$ cat src/rtl/alu_exec_unit.sv
// EX-stage execute unit: ALU control decode, one-cycle simple ops, and an
// iterative shift-add multiplier retiring MUL_K multiplier bits per cycle.
module alu_exec_unit #(
  parameter int DATA_W = 32,
  parameter int MUL_K  = 1
) (
  input  logic              clk_i,
  input  logic              rst_n_i,
  input  logic              valid_i,
  output logic              ready_o,
  input  logic [1:0]        ALUOp_i,
  input  logic [9:0]        funct_i,
  input  logic [DATA_W-1:0] src1_i,
  input  logic [DATA_W-1:0] src2_i,
  output logic              valid_o,
  input  logic              ready_i,
  output logic [DATA_W-1:0] result_o,
  output logic              zero_o,
  output logic              busy_o
);

  localparam int STEPS = DATA_W / MUL_K;
  localparam int CNT_W = $clog2(STEPS + 1);

  typedef enum logic [2:0] {
    OP_ADD  = 3'b001,
    OP_SUB  = 3'b010,
    OP_AND  = 3'b011,
    OP_OR   = 3'b100,
    OP_MUL  = 3'b110,
    OP_RELU = 3'b111
  } op_t;

  typedef enum logic [1:0] {S_IDLE, S_MUL, S_DONE} state_t;

  state_t            state_reg, state_next;
  op_t               op;
  logic [DATA_W-1:0] simple_res;
  logic [DATA_W-1:0] mcand_reg, mplier_reg, acc_reg, acc_next;
  logic [CNT_W-1:0]  cnt_reg;
  logic [DATA_W-1:0] result_reg;
  logic              zero_reg;
  logic              accept, last_step;

  always_comb begin
    op = OP_ADD;
    if (ALUOp_i == 2'b01) begin
      op = OP_SUB;
    end else if (ALUOp_i == 2'b10) begin
      case (funct_i)
        10'b0100000000: op = OP_SUB;
        10'b0000001000: op = OP_MUL;
        10'b0000000110: op = OP_OR;
        10'b0000000111: op = OP_AND;
        10'b1000000111: op = OP_RELU;
        default:        op = OP_ADD;
      endcase
    end
  end

  always_comb begin
    case (op)
      OP_SUB:  simple_res = src1_i - src2_i;
      OP_AND:  simple_res = src1_i & src2_i;
      OP_OR:   simple_res = src1_i | src2_i;
      OP_RELU: simple_res = src1_i[DATA_W-1] ? '0 : src1_i;
      default: simple_res = src1_i + src2_i;
    endcase
  end

  // One partial product per cycle; mcand/mplier shift so the low bits always line up.
  assign acc_next  = acc_reg + mcand_reg * DATA_W'(mplier_reg[MUL_K-1:0]);
  assign last_step = (cnt_reg == CNT_W'(STEPS - 1));

  assign ready_o = (state_reg == S_IDLE) || ((state_reg == S_DONE) && ready_i);
  assign accept  = valid_i && ready_o;
  assign valid_o = (state_reg == S_DONE);
  assign busy_o  = (state_reg == S_MUL);
  assign result_o = result_reg;
  assign zero_o   = zero_reg;

  always_ff @(posedge clk_i or negedge rst_n_i) begin
    if (!rst_n_i) state_reg <= S_IDLE;
    else          state_reg <= state_next;
  end

  always_comb begin
    state_next = state_reg;
    case (state_reg)
      S_IDLE: if (valid_i) state_next = (op == OP_MUL) ? S_MUL : S_DONE;
      S_MUL:  if (last_step) state_next = S_DONE;
      S_DONE: begin
        if (ready_i) begin
          if (valid_i) state_next = (op == OP_MUL) ? S_MUL : S_DONE;
          else         state_next = S_IDLE;
        end
      end
      default: state_next = S_IDLE;
    endcase
  end

  always_ff @(posedge clk_i or negedge rst_n_i) begin
    if (!rst_n_i) begin
      mcand_reg  <= '0;
      mplier_reg <= '0;
      acc_reg    <= '0;
      cnt_reg    <= '0;
      result_reg <= '0;
      zero_reg   <= 1'b0;
    end else if (accept) begin
      if (op == OP_MUL) begin
        mcand_reg  <= src1_i;
        mplier_reg <= src2_i;
        acc_reg    <= '0;
        cnt_reg    <= '0;
      end else begin
        result_reg <= simple_res;
        zero_reg   <= (simple_res == '0);
      end
    end else if (state_reg == S_MUL) begin
      acc_reg    <= acc_next;
      mcand_reg  <= mcand_reg << MUL_K;
      mplier_reg <= mplier_reg >> MUL_K;
      cnt_reg    <= cnt_reg + CNT_W'(1);
      if (last_step) begin
        result_reg <= acc_next;
        zero_reg   <= (acc_next == '0);
      end
    end
  end

endmodule

$ cat config.mk
export PLATFORM = sky130hd
export DESIGN_NAME = alu_exec_unit
export DESIGN_NICKNAME = d
export VERILOG_FILES = /design/src/rtl/alu_exec_unit.sv
export SDC_FILE = /design/constraint.sdc
export NUM_CORES = 1
export LEC_CHECK = 0
export ABC_AREA = 1
export CORE_UTILIZATION = 40
export CTS_BUF_LIST = sky130_fd_sc_hd__clkbuf_16
export DETAILED_ROUTE_END_ITERATION = 7
export HOLD_SLACK_MARGIN = 0.08
export PLACE_DENSITY = 0.68
export SLEW_MARGIN = 20
export SYNTH_ARGS = -nofsm -noshare
export SYNTH_HDL_FRONTEND = slang
export SYNTH_SLANG_ARGS = --single-unit
$ cat constraint.sdc
create_clock -name clk_i -period 5.23 [get_ports clk_i]
set_input_delay 1.046 -clock clk_i [delete_from_list [all_inputs] [get_ports clk_i]]
set_output_delay 1.046 -clock clk_i [all_outputs]
set_load 0.01 [all_outputs]
==> out/results.txt, run 1 <==
Status: completed
Largest family of logic cells by synthesized area: simple AND/OR/NAND/NOR gates
Detail Route Antenna Nets: 0
Hold Buf Count CTS: 0
Final worst path period need: 4850 ps
Max Cap Viol: 0
Most frequent cells in the layout: nand2_1, nor2_1, inv_1
Hold endpoint: cnt_reg[5]
Core Region: 31,500 µm²
Fillers: 3,251
Die area: 32,700 µm²
Post-Syn Area: 12,800 µm²
Clk_lat worst skew: 440 ps
Iteration-0 DRC Markers: 1,187
Crit end category: flop
Reg-to-reg slack, setup: 1590 ps
Worst path slowest cell: clkdlybuf4s50_1
Cell mode on critical path: nand2_1
Compound-Gate Fraction of Synth Area: 13.2%
Final Non-Filler Cells: 2,668
Placed Cells: 2,633
Vias per cell: 5.23
Worst setup margin: 381 ps
Slew @ Worst Pin: 966 ps
Largest net degree at the start of global routing: 72
Max-slew headroom: 35.4%
Synth Instances: 2,081
Dpl ws: -148 ps
PwrDens: 217 nW/µm²
Clock Tree Root: clkbuf_16
FF-to-FF path depth: 19
Design area: 15,500 µm²
Final hold violations: 0
HPWL after DPL: 36,700 µm
WP data arrival: 5210 ps
Met2 wire len: 20,500 µm
Post-synthesis sequential area ratio: 26.8%
Async SR Flop Fraction: 100%
Worst path required time: 5590 ps
Total grt overflow: 0
Nets: 2,398
Max Freq: 0.206 GHz
Reg clk slew, reported paths: 70 ps
Post-synthesis mux area share: 0%
Seq cells post-synth: 137
Global Route Usage Sum: 28.3%
Yosys cell types: 50
Setup CP Type: in -> reg
Final setup fails: 0
Worst-path fanout max: 4
Synth warn: 0
First-pass GRT wire length: 71,800 µm
Layout cells sized above 1: 8.04%
Initial antenna violation count: 3
Final worst path period share: 92.7%
Final Util: 49.3%
Clock Skews: 9.87 ps
Post-synth EDFFs: 0
Met3 WL: 2340 µm
CTS tree: yes
Final WL: 45,100 µm
DR top layer: met4
Via count: 13.9k
IO Pins: 116
CTS buffer count: 17
Cell Rows: 65
Synth Area in XOR/XNOR: 4.45%
Setup bufs post-CTS: 0
Drt drc: 0
Reg2reg start: mplier_reg[0]
Max Slew Vio Count: 0
Detailed-router iteration count before antenna repair: 8
Port-buffer cells: 115
Multi-input gate area: 8070 µm²
Net Count, Synth: 2,229
Worst Min Path Start: cnt_reg[5]
Ys flop type: dfrtp_1
WL/cell: 16.9 µm
Gpl congestion: 0.976
TNS Setup: 0 ps
M1 WL: 20,500 µm
Leakage: 8.18 nW
Die W: 181 µm
Area growth from synthesis to layout: 21.4%
H-tree depth: 4
Most common cell after layout, fill and taps aside: nand2_1
Post-Synth Adder-Cell Area: 6.78%
WHS Path Cells: 1
Peak supply drop: 0.000213 V
RR Endpoint: zero_o
Overall Power: 3.36 mW
Area after DPL: 14,900 µm²
Hold WS: 442 ps
Syn Area/Cell: 6.14 µm²
Post-synthesis simple-gate area fraction: 38.2%
# resized after CTS: 0
Cell family with most CP delay: simple AND/OR/NAND/NOR gates
Vias in the first global route: 13.4k
Hold/Removal Path Class: reg -> reg
Die Ht: 181 µm
Clock Tree Buf Depth: 2
Num Clock Sinks: 137
Initial Utilization: 40.6%
RSZ-0062 raised after global routing: no
Crit path buf inv count: 3
Worst setup SP type: input port
Max incr delay on CP: 430 ps
Reg area: 3430 µm²
power by group:
part           switching, mW  internal (mW)  leakage (nW)
logic                  0.598          0.429          6.07
clock network          0.536          0.663         0.268
registers             0.0320           1.10          1.84
cell usage after synthesis (3+ instances only):
library cell | count | area, µm²
a21boi_0 | 4 | 30.0
a21o_1 | 5 | 37.5
a21oi_1 | 102 | 510
a31oi_1 | 76 | 475
and3_1 | 3 | 18.8
buf_2 | 14 | 70.1
buf_4 | 3 | 22.5
buf_6 | 12 | 135
clkbuf_1 | 42 | 158
dfrtp_1 | 137 | 3430
ha_1 | 66 | 826
inv_1 | 245 | 920
inv_2 | 7 | 26.3
nand2_1 | 658 | 2470
nand2_2 | 4 | 25.0
nand3_1 | 120 | 601
nand3_2 | 4 | 40.0
nand3b_1 | 12 | 90.1
nand4_1 | 33 | 206
nor2_1 | 306 | 1150
nor2_2 | 6 | 37.5
nor3_1 | 19 | 95.1
nor4_1 | 7 | 43.8
o211ai_1 | 4 | 30.0
o21ai_0 | 89 | 445
o21bai_1 | 4 | 30.0
or2_2 | 5 | 31.3
xnor2_1 | 17 | 149
xor2_1 | 48 | 420
area by class of cell:
type	instances	share of cell area, %
Sequential cell	137	22.1
Antenna cell	3	0.0484
Timing Repair Buffer	222	12.8
Tap cell	402	3.24
Clock buffer	17	2.74
Inverter	253	6.14
Multi-Input combinational cell	1619	52.0
Clock inverter	15	0.903
per-layer routing:
| layer | vias to the layer above | GRT usage, % |
|---|---|---|
| met2 | 413 | 45.7 |
| met5 | - | 0 |
| met3 | 64 | 3.35 |
| met1 | 6419 | 37.9 |
| li1 | 7052 | - |
| met4 | 0 | 12.6 |
worst max path at each step:
stage,from,endpoint,depth (start not counted)
final,src2_i[0],result_o[31],27
after global routing,src2_i[0],zero_o,32
after CTS,src2_i[0],zero_o,29
after detailed placement,src2_i[0],zero_o,29
after global placement,src2_i[0],zero_o,28
after floorplan,funct_i[2],zero_o,28
logic make-up (layout without fill, tap and decap cells):
kind of cell | after synthesis | in the layout
DFF | 137 | 137
AOI/OAI and AO/OA | 300 | 300
and+or+nand+nor | 1186 | 1186
other | 0 | 3
adders and majority gates | 68 | 68
xor gates and xnor gates | 65 | 65
buffers and inverters | 325 | 507
worst reg2reg max path, cell delays in order (launching register included):
cell,delay (ps)
dfrtp_1,360
buf_4,230
nand2_1,120
inv_1,50
ha_1,350
nand3_1,90
nand2_1,120
a21boi_2,120
o21ai_0,710
nand2_1,100
nand2_1,230
xnor2_1,190
nand2_1,80
nor2_1,100
nand2_1,60
nor2_1,230
nand4_1,210
nand2_1,120
nand2_1,50
nand2_1,60
(Power assumes the default switching activity.)
==> run 2: changes to the inputs <==
CTS_BUF_LIST = sky130_fd_sc_hd__clkbuf_4 sky130_fd_sc_hd__clkbuf_8   (was sky130_fd_sc_hd__clkbuf_16)
GPL_TIMING_DRIVEN = 0   (was not set)
==> run 2 against run 1 <==
Effect of this change: design area down 2.9%; via count up 1.2%; combinational power down 4%; sequential share of layout area up 0.65 points; setup slack worse by 130 ps; largest cell class unchanged.
==> out/results.txt, run 2 (synthesis gave the netlist of run 1 again) <==
Core Region: 31,500 µm² (unchanged)
Cell mode on critical path: nand2_1 (unchanged)
Dpl ws: -1110 ps (was -148 ps)
CTS tree: yes (unchanged)
Gpl congestion: 1.00 (was 0.976)
Placed Cells: 2,594 (was 2,633)
Most common cell after layout, fill and taps aside: nand2_1 (unchanged)
Crit end category: flop (unchanged)
Die W: 181 µm (unchanged)
Via count: 14.1k (was 13.9k)
Die area: 32,700 µm² (unchanged)
Port-buffer cells: 110 (was 115)
Final WL: 49,100 µm (was 45,100 µm)
Cell Rows: 65 (unchanged)
Overall Power: 3.12 mW (was 3.36 mW)
Max-slew headroom: 33.5% (was 35.4%)
Worst setup SP type: input port (unchanged)
Max Slew Vio Count: 0 (unchanged)
Reg clk slew, reported paths: 90 ps (was 70 ps)
Largest net degree at the start of global routing: 77 (was 72)
Setup CP Type: in -> reg (unchanged)
Worst-path fanout max: 10 (was 4)
Vias in the first global route: 13.3k (was 13.4k)
Drt drc: 0 (unchanged)
Leakage: 7.89 nW (was 8.18 nW)
Worst setup margin: 249 ps (was 381 ps)
Fillers: 3,318 (was 3,251)
Vias per cell: 5.37 (was 5.23)
Worst path slowest cell: clkdlybuf4s50_1 (unchanged)
Clock Tree Buf Depth: 2 (unchanged)
Max incr delay on CP: 490 ps (was 430 ps)
TNS Setup: 0 ps (unchanged)
Max Cap Viol: 0 (unchanged)
Max Freq: 0.201 GHz (was 0.206 GHz)
Num Clock Sinks: 137 (unchanged)
Slew @ Worst Pin: 994 ps (was 966 ps)
Worst path required time: 5590 ps (about the same)
Hold WS: 446 ps (was 442 ps)
Die Ht: 181 µm (unchanged)
Hold/Removal Path Class: reg -> reg (unchanged)
WP data arrival: 5340 ps (was 5210 ps)
PwrDens: 207 nW/µm² (was 217 nW/µm²)
Iteration-0 DRC Markers: 1,187 (unchanged)
Final hold violations: 0 (unchanged)
Clock Skews: 19.4 ps (was 9.87 ps)
First-pass GRT wire length: 74,900 µm (was 71,800 µm)
Initial Utilization: 40.6% (unchanged)
Final worst path period need: 4980 ps (was 4850 ps)
Clock Tree Root: clkbuf_8 (was clkbuf_16)
HPWL after DPL: 40,700 µm (was 36,700 µm)
Most frequent cells in the layout: nand2_1, nor2_1, inv_1 (unchanged)
Initial antenna violation count: 1 (was 3)
Hold Buf Count CTS: 0 (unchanged)
Peak supply drop: 0.000159 V (was 0.000213 V)
Nets: 2,361 (was 2,398)
CTS buffer count: 17 (unchanged)
IO Pins: 116 (unchanged)
Final worst path period share: 95.2% (was 92.7%)
Antenna Cells: 0 (was 3)
Global Route Usage Sum: 30.2% (was 28.3%)
Detailed-router iteration count before antenna repair: 8 (unchanged)
Final setup fails: 0 (unchanged)
Final Non-Filler Cells: 2,628 (was 2,668)
WL/cell: 18.7 µm (was 16.9 µm)
Area growth from synthesis to layout: 18.0% (was 21.4%)
Layout cells sized above 1: 6.24% (was 8.04%)
Total grt overflow: 0 (unchanged)
Clk_lat worst skew: 480 ps (was 440 ps)
Status: completed (unchanged)
Detail Route Antenna Nets: 0 (unchanged)
H-tree depth: 4 (unchanged)
## run 2: cell types whose count changed in the layout (fill, tap and decap cells not counted), moves of 7 or more
cell / delta
clkbuf_1: +40
nand2_1: -7
clkbuf_8: +17
clkdlybuf4s50_1: -11
buf_4: -99
buf_2: +14
clkbuf_16: -17
buf_6: +13
## run 2: final timing paths
check	from	slack [ps]	to	depth (start not counted)
worst max-delay path	funct_i[3]	250	zero_o	31
worst min register to register	cnt_reg[5]	450	cnt_reg[5]	1
worst max register to register	mplier_reg[0]	1350	zero_o	20
max in group asynchronous	rst_n_i	3950	result_o[20]	2
worst min-delay path	cnt_reg[5]	450	cnt_reg[5]	1
min in group asynchronous	rst_n_i	480	mplier_reg[16]	1
## run 2: layer usage
| metal | global-route usage, % | wire length [µm] | vias up |
|---|---|---|---|
| li1 | - | - | 6968 |
| met4 | 14.6 | 2290 | 2 |
| met1 | 39.4 | 21600 | 6501 |
| met3 | 2.72 | 2690 | 108 |
| met2 | 50.1 | 22500 | 532 |
| met5 | 0 | 19 | - |
## run 2: final cells by class
class	count	area (µm²)	area share [%]
clock buffer	19	249	1.65
multi-input combinational	1619	8180	54.3
buffer	72	404	2.68
inverter	253	955	6.33
timing repair buffer	113	1160	7.72
tap	402	503	3.34
sequential	137	3430	22.7
clock inverter	13	193	1.28
## run 2: timing repair
action	4_1_cts	5_1_grt
buffers inserted	0	2
resized for setup	10	61
pin swaps	0	5
setup endpoints to repair	9	7
## run 2: per-stage QoR
step                      util (%)  cell area [µm²]
after floorplan                  -            12800
after global placement        45.7            14400
after CTS                     47.3            14900
after detailed placement      45.8            14400
final                         47.9            15100
after global routing          47.9            15100
## run 2: worst max-delay path: cells and delay by family
family | cells | cell delay (ps)
XOR/XNOR | 1 | 150
AO/OA/AOI/OAI | 1 | 260
AND/OR/NAND/NOR | 22 | 2430
buffers and inverters | 6 | 1070
adder cells (fa/ha/maj) | 1 | 360
## run 2: report_power, final
group | total, mW | switching [mW] | internal [mW]
sequential | 1.14 | 0.0344 | 1.10
clock | 0.993 | 0.457 | 0.535
combinational | 0.992 | 0.636 | 0.356
total | 3.12 | 1.13 | 1.99
==> RTL edit 1: new RTL, flow settings as in run 1 <==
Encoding of `state_t`: now one-hot (3 bits for 3 states).
--- a/src/rtl/alu_exec_unit.sv
+++ b/src/rtl/alu_exec_unit.sv
@@ -31,7 +31,7 @@
     OP_RELU = 3'b111
   } op_t;
 
-  typedef enum logic [1:0] {S_IDLE, S_MUL, S_DONE} state_t;
+  typedef enum logic [2:0] {S_IDLE = 3'b001, S_MUL = 3'b010, S_DONE = 3'b100} state_t;
 
   state_t            state_reg, state_next;
   op_t               op;
Check against the original RTL: same outputs for any inputs over 4 cycles, from zero or initial values and one cycle with rst_n_i low; so few cycles prove little.
==> RTL edit 1 against run 1 <==
  * Routed wire length up 3.1%
  * Area after synthesis up 1.9%
  * Hold slack improved by 39 ps
  * Total power grew 28%
  * Sequential cell count rose by 1
  * Design area increased by 2.3%
  * Setup slack better by 15 ps
  * Die area increased by 1.9%
==> RTL edit 1: results (changes against run 1) <==
outcome=finished, final reports clean; R2R Setup Slk=1570 ps (-20 ps); worst hold stages=2 (+1); Final nets=2449 (+2.1%); sequential area share after synthesis=0.265 (-0.00306); Routed WL=46.5 mm (+3.1%); hold path endpoint=result_o[3]; worst hold slack=482 ps (+39.3 ps); Yosys Warn Count=0 (unchanged); gpl congestion=0.916 (-6.2%); DP HPWL=37.2 mm (+1.3%); first-pass GRT wire length=73.5 mm (+2.4%); Setup Slack @ Placement=-146 ps (+2.87 ps); Tightest Pin Transition=977 ps (+11.3 ps); Distinct cells, synth=55 (+10%); Min-Delay Path Class=flop to flop; placed cell area=15300 µm² (+2.5%); ANT cells=0 (-3); clk_skew=9.42 ps (-0.452 ps); vias in the first global route=13600 (+1.7%); proportion of layout cells with a drive suffix above 1=0.0851 (+0.00471); hold path start=result_o[3]; GRT Resource Usage Total=0.285 (+0.00230); Critical Path Max Stage Delay=480 ps (+50 ps); DRT iter0 DRCs=1083 (-8.8%); Area Overhead vs Synth=21.9%; top post-synthesis cells by count=nand2_1, nor2_1, inv_1; Pleak=0.00835 µW (+2.0%); initial antenna violation count=0 (-3); worst path arrival time=5220 ps (about the same); DRT Pass-1 Iters=6 (-2); fillers=3313 (+1.9%); R2R depth=20 (+1); CP max FO=7 (+3); clock sink count=138 (+0.73%); Mapped Nets=2270 (+1.8%); largest net degree at the start of global routing=105 (+46%); peak supply drop=0.000217 V (+1.7%); top cells by area, synth=dfrtp_1, nand2_1, nor2_1, inv_1, ha_1; Avg Vias per Cell=5.23 (about the same)
[RTL edit 1: cell count changes after synthesis, sizes merged, moves of 3 or more]
cell / change
a21oi: -7
a31oi: +6
clkbuf: -3
inv: +17
nand2: +3
nand3: +8
nand4: +10
nor3: +8
nor4: -4
o21ai: +8
o21bai: +3
xnor2: -8
xor2: +4
[RTL edit 1: worst max-delay path by stage]
stage | cells past startpoint | from | to | slack [ps]
after global placement | 33 | src2_i[0] | zero_o | -110
after global routing | 34 | funct_i[1] | zero_o | 30
final | 34 | funct_i[1] | zero_o | 400
after CTS | 33 | src2_i[1] | zero_o | 320
after detailed placement | 33 | src2_i[0] | zero_o | -150
after floorplan | 33 | funct_i[7] | zero_o | 890
[RTL edit 1: layout make-up]
class / instances / area share
repair buffers: 228 / 0.129
well taps: 435 / 0.0343
clock inverters: 15 / 0.00882
multi-input cells: 1646 / 0.520
clock buffers: 17 / 0.0268
flip-flops and latches: 138 / 0.218
inverters: 270 / 0.0640
[RTL edit 1: logic make-up after synthesis]
kind of cell,Yosys count,synth area share
flip-flops,138,0.265
adder cells (fa/ha/maj),68,0.0665
AO/OA/AOI/OAI,307,0.134
XOR/XNOR,61,0.0410
AND/OR/NAND/NOR,1210,0.390
buffers and inverters,338,0.103
[RTL edit 1: timing repair]
item,4_1_cts,5_1_grt
resized for setup,0,4
hold endpoints to repair,0,0
endpoints found under the setup margin,0,5
[RTL edit 1: worst max-delay path, delay by kind of cell]
| kind | cells | cell delay (ps) |
|---|---|---|
| AOI/OAI and AO/OA | 2 | 210 |
| xor gates and xnor gates | 1 | 160 |
| adders and majority gates | 1 | 320 |
| buffers and inverters | 7 | 1160 |
| and+or+nand+nor | 23 | 2330 |
[RTL edit 1: layer usage]
metal  vias to the layer above  share of wire  global-route usage
li1                       7205              -                   -
met1                      6676           0.46               0.395
met2                       449           0.46               0.461
met3                        47          0.058              0.0335
met4                         0          0.024              0.0897
met5                         -              0                   0
[RTL edit 1: power breakdown]
part	leakage, µW	switching [µW]	internal (µW)	total [µW]
registers	0.00185	99.5	1210	1310
clock network	0.000272	550	664	1210
logic	0.00622	1050	733	1780
total	0.00835	1700	2610	4310
[RTL edit 1: stage by stage]
stage | std cells | total power [µW]
after floorplan | 2122 | 2220
after global placement | 2716 | 3080
after detailed placement | 2716 | 3100
after CTS | 2748 | 4310
after global routing | 2749 | 4560
final | 2749 | 4310
==> RTL edit 2: new RTL, settings of run 1 <==
Without the edit above. Change the parameter `DATA_W` from 32 to 16.
--- a/src/rtl/alu_exec_unit.sv
+++ b/src/rtl/alu_exec_unit.sv
@@ -1,7 +1,7 @@
 // EX-stage execute unit: ALU control decode, one-cycle simple ops, and an
 // iterative shift-add multiplier retiring MUL_K multiplier bits per cycle.
 module alu_exec_unit #(
-  parameter int DATA_W = 32,
+  parameter int DATA_W = 16,
   parameter int MUL_K  = 1
 ) (
   input  logic              clk_i,
Interface: changed (resized result_o, src1_i and src2_i); port bits go from 116 to 68. The function was not compared with the original's and may differ.
==> RTL edit 2 against run 1 <==
  * Design area decreased by 53%
  * Total power down 9.9%
  * Via count fell by 55%
  * Sequential cell count fell by 65
  * Hold slack better by 36 ps
  * Area after synthesis shrank 52%
  * Setup slack better by 130 ps
  * Highest routed layer unchanged
  * Global-route usage is 5.0 points lower
  * Routed wire length shrank 61%
==> RTL edit 2: results (changes against run 1) <==
outcome=finished, final reports clean; non-clock buffer count=71 (-68%); met3 WL post-DR=808 µm (-65%); fillers=1541 (-53%); Critical Path Max Stage Delay=580 ps (+150 ps); worst path arrival time=5000 ps (-210 ps); DP HPWL=13.7 mm (-63%); sequential area share after synthesis=0.291 (+0.0229); gpl congestion=0.921 (-5.6%); top post-synthesis cells by count=nand2_1, nor2_1, inv_1; clk_skew=6.03 ps (-3.85 ps); worst hold stages=2 (+1); Inserted Clock Buffers=9 (-8); Worst Setup SP=funct_i[0]; hold path endpoint=result_o[1]; DR vias=6235 (-55%); internal power=1740 µW (-21%); met2 wire length=7.90 mm (-61%); R2R depth=16 (-3); inverters=104 (-59%); Routed WL=17.7 mm (-61%); Total Power=3030 µW (-9.9%); R2R Setup Slk=2090 ps (+500 ps); Mapped Nets=1020 (-54%); hold path start=result_o[1]; Skew-Pair Late Insertion Delay=340 ps (-100 ps); sequential cells=72 (-47%); clock network share of area=0.0396 (+0.00312); grt met2 use=0.371 (-0.0855); Reg area=1800 µm² (-47%); Max Clk Rate=212 MHz (+2.7%); proportion of layout cells with a drive suffix above 1=0.0624 (-0.0180); global-route met3 utilization=0.0249 (-0.00858); Cells after DPL=1165 (-56%); Final non-clock buffer share=0.0960 (-0.0325); top cells by area, synth=dfrtp_1, nand2_1, nor2_1, ha_1, inv_1; vias in the first global route=5817 (-57%); first-pass GRT wire length=29.4 mm (-59%); initial antenna violation count=0 (-3)
==> RTL edit 2: cell types whose count changed after synthesis, moves of 12 or more <==
cell | before | now
nand2_1 | 658 | 260
nor2_1 | 306 | 129
inv_1 | 245 | 100
nand3_1 | 120 | 52
dfrtp_1 | 137 | 72
a21oi_1 | 102 | 44
a31oi_1 | 76 | 35
o21ai_0 | 89 | 51
ha_1 | 66 | 35
clkbuf_1 | 42 | 17
xor2_1 | 48 | 23
nand4_1 | 33 | 21
nor3_1 | 19 | 7
==> RTL edit 2: kinds of logic after synthesis <==
group,after synthesis,share of synthesized area
simple gates,513,0.366
compound gates,149,0.136
buf+inv,133,0.0855
flops,72,0.291
fa+ha+maj,37,0.0773
xor+xnor,31,0.0439
==> RTL edit 2: timing repair <==
item	4_1_cts	5_1_grt
gates resized for setup	0	1
hold endpoints to repair	0	0
buffers inserted	0	0
endpoints found under the setup margin	0	1
